[src/rtl/mem_stage_pkg.sv]
// mem_stage_pkg: shared widths, stall encodings and load-type codes for the MEM stage.
// Rev 1.0
`default_nettype none

package mem_stage_pkg;

  localparam int EX_TO_MEM_WD = 84;
  localparam int MEM_TO_WB_WD = 75;
  localparam int MEM_TO_ID_WD = 38;
  localparam int STALL_BUS    = 6;

  localparam logic STOP    = 1'b1;
  localparam logic NO_STOP = 1'b0;

  typedef enum logic [2:0] {
    LD_LW  = 3'b000,
    LD_LB  = 3'b001,
    LD_LBU = 3'b010,
    LD_LH  = 3'b011,
    LD_LHU = 3'b100
  } ld_type_e;

  // Field layout of the EX->MEM bus, MSB first.
  typedef struct packed {
    logic [4:0]  hilo_op;
    logic [31:0] pc;
    logic        data_ram_en;
    logic [3:0]  data_ram_wen;
    logic [2:0]  ld_type;
    logic        sel_rf_res;
    logic        rf_we;
    logic [4:0]  rf_waddr;
    logic [31:0] ex_result;
  } ex_mem_t;

endpackage

`default_nettype wire

[src/rtl/mem_stage_load_align.sv]
// load_align: byte/halfword selection with sign or zero extension for loads.
// Rev 1.0
`default_nettype none

module load_align
  import mem_stage_pkg::*;
(
  input  logic [31:0] rdata,
  input  logic [1:0]  off,
  input  logic [2:0]  ld_type,
  output logic [31:0] result
);

  logic [7:0]  w_byte;
  logic [15:0] w_half;
  logic        w_unused_off;

  // Halfword loads ignore the low offset bit; misalignment is not trapped here.
  assign w_unused_off = off[0];

  always_comb begin
    w_byte = 8'h00;
    case (off)
      2'd0:    w_byte = rdata[7:0];
      2'd1:    w_byte = rdata[15:8];
      2'd2:    w_byte = rdata[23:16];
      default: w_byte = rdata[31:24];
    endcase
  end

  assign w_half = off[1] ? rdata[31:16] : rdata[15:0];

  always_comb begin
    result = rdata;
    case (ld_type)
      LD_LB:   result = {{24{w_byte[7]}}, w_byte};
      LD_LBU:  result = {24'h000000, w_byte};
      LD_LH:   result = {{16{w_half[15]}}, w_half};
      LD_LHU:  result = {16'h0000, w_half};
      default: result = rdata;
    endcase
  end

endmodule

`default_nettype wire

[src/rtl/mem_stage.sv]
// mem_stage: MIPS MEM stage -- stage register, SRAM read-data capture, load alignment.
// Rev 1.0
`default_nettype none

module mem_stage
  import mem_stage_pkg::*;
(
  input  logic                    clk,
  input  logic                    rst,
  input  logic                    flush,
  input  logic [STALL_BUS-1:0]    stall,
  input  logic [EX_TO_MEM_WD-1:0] ex_to_mem_bus,
  input  logic [31:0]             data_sram_rdata,
  output logic [MEM_TO_WB_WD-1:0] mem_to_wb_bus,
  output logic [MEM_TO_ID_WD-1:0] mem_to_id_fwd
);

  ex_mem_t     r_stage;
  logic [31:0] r_rdata;
  logic        r_rdata_held;

  logic        w_bubble;
  logic        w_advance;
  logic        w_is_load;
  logic [31:0] w_rdata;
  logic [31:0] w_aligned;
  logic [31:0] w_rf_wdata;
  logic        w_unused_stall;

  assign w_unused_stall = ^{stall[5], stall[2:0]};

  assign w_bubble  = (stall[3] == STOP) && (stall[4] == NO_STOP);
  assign w_advance = (stall[3] == NO_STOP);

  always_ff @(posedge clk) begin
    if (rst) begin
      r_stage      <= '0;
      r_rdata      <= 32'h0;
      r_rdata_held <= 1'b0;
    end else if (flush || w_bubble) begin
      r_stage      <= '0;
      r_rdata_held <= 1'b0;
    end else if (w_advance) begin
      r_stage      <= ex_mem_t'(ex_to_mem_bus);
      r_rdata_held <= 1'b0;
    end else if (!r_rdata_held) begin
      // SRAM data is only valid in the first MEM cycle; keep it while stalled.
      r_rdata      <= data_sram_rdata;
      r_rdata_held <= 1'b1;
    end
  end

  assign w_rdata   = r_rdata_held ? r_rdata : data_sram_rdata;
  assign w_is_load = r_stage.data_ram_en && (r_stage.data_ram_wen == 4'h0) && r_stage.sel_rf_res;

  load_align u_load_align (
    .rdata   (w_rdata),
    .off     (r_stage.ex_result[1:0]),
    .ld_type (r_stage.ld_type),
    .result  (w_aligned)
  );

  assign w_rf_wdata = w_is_load ? w_aligned : r_stage.ex_result;

  assign mem_to_wb_bus = {r_stage.hilo_op, r_stage.pc, r_stage.rf_we, r_stage.rf_waddr, w_rf_wdata};
  assign mem_to_id_fwd = {r_stage.rf_we, r_stage.rf_waddr, w_rf_wdata};

endmodule

`default_nettype wire

[config.mk]
export PLATFORM = sky130hd
export DESIGN_NAME = mem_stage
export DESIGN_NICKNAME = d
export VERILOG_FILES = /design/src/rtl/mem_stage_pkg.sv /design/src/rtl/mem_stage_load_align.sv /design/src/rtl/mem_stage.sv
export SDC_FILE = /design/constraint.sdc
export NUM_CORES = 1
export LEC_CHECK = 0
export ABC_AREA = 1
export ABC_CLOCK_PERIOD_IN_PS = 2300
export CAP_MARGIN = 40
export CELL_PAD_IN_SITES_DETAIL_PLACEMENT = 0
export CELL_PAD_IN_SITES_GLOBAL_PLACEMENT = 1
export CORE_ASPECT_RATIO = 0.8
export CORE_MARGIN = 2
export CORE_UTILIZATION = 31
export CTS_CLUSTER_DIAMETER = 200
export DETAILED_ROUTE_END_ITERATION = 16
export PLACE_DENSITY_LB_ADDON = 0.1
export SLEW_MARGIN = 20
export SYNTH_ARGS = -nofsm -noshare
export SYNTH_HDL_FRONTEND = slang
export SYNTH_SLANG_ARGS = --single-unit
[constraint.sdc]
create_clock -name clk -period 2.3 [get_ports clk]
set_clock_uncertainty 0.05 [all_clocks]
set_input_delay 0.46 -clock clk [delete_from_list [all_inputs] [get_ports clk]]
set_output_delay 0.46 -clock clk [all_outputs]
set_load 0.02 [all_outputs]
==> results of run 1 <==
-- power by group --
| part | internal [mW] | switching, mW |
|---|---|---|
| clock | 1.74 | 1.05 |
| sequential | 2.09 | 0.0368 |
| combinational | 0.492 | 0.506 |
-- sequential cells by signal, summed over array words and instances (netlist names) --
| name | cells |
|---|---|
| r_rdata | 32 |
| r_rdata_held | 1 |
| r_stage | 41 |
| mem_to_wb_bus | 37 |
| mem_to_id_fwd | 6 |
-- metal layers --
metal,vias up,track usage
li1,3487,-
met1,2992,0.297
met2,162,0.298
met3,16,0.0657
met4,2,0.0498
met5,-,0
-- area by class of cell --
type,count,area [µm²],share of cell area
clock buffer,18,439,0.0411
timing repair buffer,323,3360,0.314
multi-input combinational,665,3710,0.348
clock inverter,13,173,0.0162
inverter,78,305,0.0286
sequential,117,2360,0.221
tap,269,337,0.0315
-- path summary, 6_finish.rpt --
kind,cells past startpoint,end,from,slack [ns]
max,11,mem_to_wb_bus[25],r_rdata_held,-0.25
min,3,r_stage[41],stall[3],0.37
max reg2reg,7,r_rdata[27],r_rdata_held,0.88
min reg2reg,2,r_rdata[25],r_rdata[25],0.39
-- layout by cell type (no fill, tap or decap), drive strengths merged, types with 2 or more instances in the layout --
master / netlist / final
a21boi: 2 / 2
a21oi: 133 / 133
a31oi: 7 / 7
and2: 6 / 6
buf: 109 / 152
bufinv: 0 / 3
clkbuf: 31 / 20
clkdlybuf4s50: 0 / 166
clkinv: 0 / 5
dfxtp: 117 / 117
dlygate4sd2: 0 / 2
inv: 78 / 82
nand2: 364 / 365
nand3: 44 / 44
nor2: 23 / 23
o21ai: 59 / 59
or2: 23 / 23
-- through the flow --
step	power [mW]	TNS (ns)	worst slack (ns)
2_1_floorplan	2.61	0	0.0949
3_3_place_gp	3.05	-42.30	-0.771
3_5_place_dp	3.05	-41.73	-0.755
4_1_cts	5.93	-11.66	-0.264
5_1_grt	6.18	-18.80	-0.339
6_report	5.92	-12.61	-0.247
-- logic make-up after synthesis --
family / Yosys count
buf+inv: 218
compound gates: 202
flops: 117
simple gates: 462
-- worst max-delay path: stages, from the launching register on --
cell and delay, ns:
dfxtp_4 0.38, buf_8 0.14, nand2_4 0.08, nand2_4 0.06, o21ai_4 0.16, nand2_4 0.08
nand3_4 0.18, clkbuf_16 0.21, nand3_2 0.07, nand2_2 0.08, inv_2 0.04, buf_6 0.12
-- what timing repair did --
action                                 in CTS  in global routing
resized for setup                         514                117
pin swaps                                  16                 38
gates cloned                                5                  2
buffers inserted                           10                  2
endpoints found under the hold margin       0                  0
setup endpoints to repair                  64                 64
==> results.toml, run 1 <==
[clock_network]
cts.sinks = 117
numCtsBuffers = 17
clkTransAtPathRegs_ns = 0.06
cts_max_level = 4
root_buffer = "clkbuf_16"
cts_tree = "built"
clk-insertion-delay-late_ns = 0.42
clockBufferDepth = 2
cts_hold_buf = 0

[synth]
synth_cells = 999
syn-cell-area_mm2 = 0.00648
synth_seq_cells = 117
synth-adder-area-share = 0
synth_area_leaders = "dfxtp_1 (36%), nand2_1 (21%), a21oi_1 (10%)"
synthArstFlopShare = 0
synth_mux_area_frac = 0
synth_seq_area_share = 0.361
ys_top_cells_by_count = "nand2_1 (360), a21oi_1 (133), dfxtp_1 (117)"
netlist.top_cell.by_area = "dfxtp_1"
synthDistinctLibCells = 27
synth_top_family_by_area = "simple AND/OR/NAND/NOR gates"
yosys.area_share.simple = 0.297
yosysTopAreaCellShare = 0.361
synth_edf_count = 0
synth_compound_area_frac = 0.158
synth_xor_area_frac = 0
syn-num-nets = 1124
yosysMostFrequentCell = "nand2_1"
syn_area_per_cell_um2 = 6.49
yosys_warnings = 0
synth_top_flop_cell = "dfxtp_1"

[floorplanning]
dieWidth_um = 166
fp.dieH_um = 133
fp.coreArea_mm2 = 0.0206
row_count = 47
ios = 238
dieArea_mm2 = 0.0221
start_util = 0.315

[routing]
wl_per_cell_um = 15.5
first_iter_violations = 416
drt_pre_antenna_iters = 4
ant_nets = 0
dr_total_vias = 6659
dr_wl_met3_mm = 1.56
wl_met2_mm = 9.92
wl_met1_mm = 11.2
drt-total-wl_mm = 22.9
drc = 0
route.top_layer_used = "met5"
via_per_inst = 4.49

[timing]
rsz0062_at_grt = "true"
relSlewSlack = 0.690
postLayoutSetupSlackWorst_ns = -0.247
tightest_slew_ns = 0.466
setup-violations-final = 64
hold_ws_ns = 0.373
fin_crit_ns = 2.55
fin_crit_sh = 1.11
hold_viol = 0
drv_slew = 0
fmax_mhz = 393

[cells_and_area]
fin_nets = 1327
finish.utilization = 0.519
antenna_cells = 0
area_delta_synth_final_pct = 64.7
drive_above_1_share = 0.315
final_area_mm2 = 0.0107
final_cells = 1483
fill_cells = 2061

[outcome]
status = "complete, but fails checks"
failed_checks = "setup timing"

[place]
placed_cells = 1434
dpl_cell_area_mm2 = 0.00893
dpl.hpwl_mm = 16.0
gp_congestion = 0.832
io_buffers = 233

[global_routing]
grt_use_total = 0.206
grt_pass1_vias = 6339
grt-ovfl-total = 0
grt_max_degree = 85
grt_pass1_wl_mm = 35.9
antenna_found_initial = 1

[run]
maxCapViolCount = 0

[power]
ir_worst_vdd_mv = 0.397
p_per_area_mw_per_mm2 = 555
p_leak_nw = 4.52

[critical_path]
worst_setup_path_end_kind = "primary output"
critPathLaunchType = "flop"
worstPathRequired_ns = 1.79
worstSetupPathType = "flop to primary output"
worst-path-max-fanout = 6
arrival_ns = 2.04

[hold_path]
hold_class = "input port to flop"
No activity file was read; power rests on OpenSTA's default activity.
==> run 2, diff against run 1 <==
SYNTH_HIERARCHICAL = 1   (was not set)
==> results.toml, run 2 <==
[floorplanning]
start_util = 0.318
dieWidth_um = 171
row_count = 48
fp.dieH_um = 137
dieArea_mm2 = 0.0235
fp.coreArea_mm2 = 0.0217
ios = 238

[cells_and_area]
drive_above_1_share = 0.271
largest_reg_flops = 41
layout.cells.most_common = "nand2_1"
finish.utilization = 0.505
top_register = "r_stage"
final_cells = 1608
fill_cells = 2206
area_delta_synth_final_pct = 58.9
layout_common_cells = "nand2_1 (291), clkdlybuf4s50_1 (167), nor2_1 (159), dfxtp_1 (115), buf_4 (88)"
antenna_cells = 0
fin_nets = 1420

[timing]
tightest_slew_ns = 0.478
postLayoutSetupSlackWorst_ns = -0.407
hold_viol = 0
setup-violations-final = 64
fin_crit_ns = 2.71
fmax_mhz = 369
hold_ws_ns = 0.466
relSlewSlack = 0.681
drv_slew = 0
fin_crit_sh = 1.18
rsz0062_at_grt = "true"

[clock_network]
root_buffer = "clkbuf_16"
clk-insertion-delay-late_ns = 0.42
cts_max_level = 4
clockBufferDepth = 2
cts_tree = "built"
cts.sinks = 117
numCtsBuffers = 17
clkTransAtPathRegs_ns = 0.06

[place]
io_buffers = 233
dpl.hpwl_mm = 16.2
placed_cells = 1554
gp_congestion = 0.817

[synth]
ys_top_cells_by_count = "nand2_1 (333), nor2_1 (161), dfxtp_1 (117)"
synth_seq_cells = 117
synth_edf_count = 0
syn_area_per_cell_um2 = 6.40
synth_area_leaders = "dfxtp_1 (34%), nand2_1 (18%), buf_4 (9.9%)"
syn-cell-area_mm2 = 0.00690
synth_cells = 1078
yosys_warnings = 6
synthDistinctLibCells = 23
synth_seq_area_share = 0.339
synthArstFlopShare = 0
syn-num-nets = 1203
synth_top_flop_cell = "dfxtp_1"
netlist.top_cell.by_area = "dfxtp_1"
yosysTopAreaCellShare = 0.339
yosysMostFrequentCell = "nand2_1"

[hold_path]
hold_class = "flop to flop"

[routing]
drc = 0
dr_total_vias = 7201
wl_per_cell_um = 14.8
via_per_inst = 4.48
ant_nets = 0
drt-total-wl_mm = 23.7
first_iter_violations = 455
drt_pre_antenna_iters = 5

[critical_path]
worst-path-max-fanout = 6
critPathLaunchType = "flop"
worstSetupPathType = "flop to primary output"
worst_setup_path_end_kind = "primary output"
worstPathRequired_ns = 1.79
arrival_ns = 2.20

[power]
p_per_area_mw_per_mm2 = 541
ir_worst_vdd_mv = 0.292
p_leak_nw = 5.01
p_total_mw = 5.93

[global_routing]
grt_use_total = 0.196
grt-ovfl-total = 0
grt_pass1_wl_mm = 35.5
grt_max_degree = 85
grt_pass1_vias = 6711
antenna_found_initial = 0

[outcome]
status = "complete, but fails checks"
failed_checks = "setup timing"

[run]
maxCapViolCount = 0
==> run 2: path summary, 6_finish.rpt <==
kind	startpoint	to	slack, ns	depth (start not counted)
setup / recovery	r_rdata_held	mem_to_id_fwd[14]	-0.41	11
hold / removal	r_rdata[24]	r_rdata[24]	0.47	4
hold reg to reg	r_rdata[24]	r_rdata[24]	0.47	4
setup reg to reg	r_rdata_held	r_rdata[5]	0.87	9
==> run 2: final cells by class <==
class	instances	area, µm²	share of cell area
clock inverters	14	151	0.0138
flip-flops and latches	117	2350	0.214
well taps	300	375	0.0342
clock buffers	18	429	0.0391
multi-input cells	728	3870	0.353
inverters	88	335	0.0306
repair buffers	343	3460	0.315
==> run 2: per-layer routing <==
metal | routed length [µm] | track usage | vias to the layer above | part of all wire
li1 | - | - | 3697 | -
met3 | 1510 | 0.0520 | 19 | 0.064
met1 | 10700 | 0.252 | 3293 | 0.45
met2 | 11300 | 0.321 | 192 | 0.48
met5 | 0 | 0 | - | 0
met4 | 253 | 0.0631 | 0 | 0.011
==> run 2: worst max-delay path, stage by stage, from the launching register on <==
cell and delay, ns:
dfxtp_4 0.38, buf_12 0.15, buf_4 0.16, o21ai_4 0.14
nand2_1 0.08, nand2_2 0.09, nand3_4 0.18, clkbuf_16 0.23
nand3_4 0.07, nand3_2 0.07, nand2_2 0.10, buf_6 0.12
==> run 2: per-stage QoR <==
step	cell area, µm²	setup TNS, ns	worst slack (ns)
floorplan	6940	0	0.000575
global placement	9480	-49.97	-0.827
detailed placement	9480	-50.27	-0.866
CTS	10100	-23.03	-0.441
global route	11000	-29.43	-0.522
finish	11000	-22.72	-0.407
==> run 2: cell families after synthesis <==
logic type / share of synthesized area
simple gates: 0.346
flops: 0.339
buf+inv: 0.187
compound gates: 0.128
==> run 2: power breakdown <==
part	total [mW]	leakage, nW	switching, mW	internal (mW)
Clock	2.67	0.281	1.06	1.61
Sequential	2.13	0.954	0.0390	2.10
Combinational	1.13	3.77	0.562	0.571
==> run 2: repair_timing <==
action                     CTS  global route
resized for setup          341           211
setup buffers                8            12
hold buffers                 0             0
gates cloned                 1             5
setup endpoints to repair   64            64
pin swaps                    7            54
==> run 3, diff against run 2 <==
GPL_ROUTABILITY_DRIVEN = 0   (was not set)
==> results of run 3 <==
The final DEF is identical to that of run 2; final timing and power are the same.
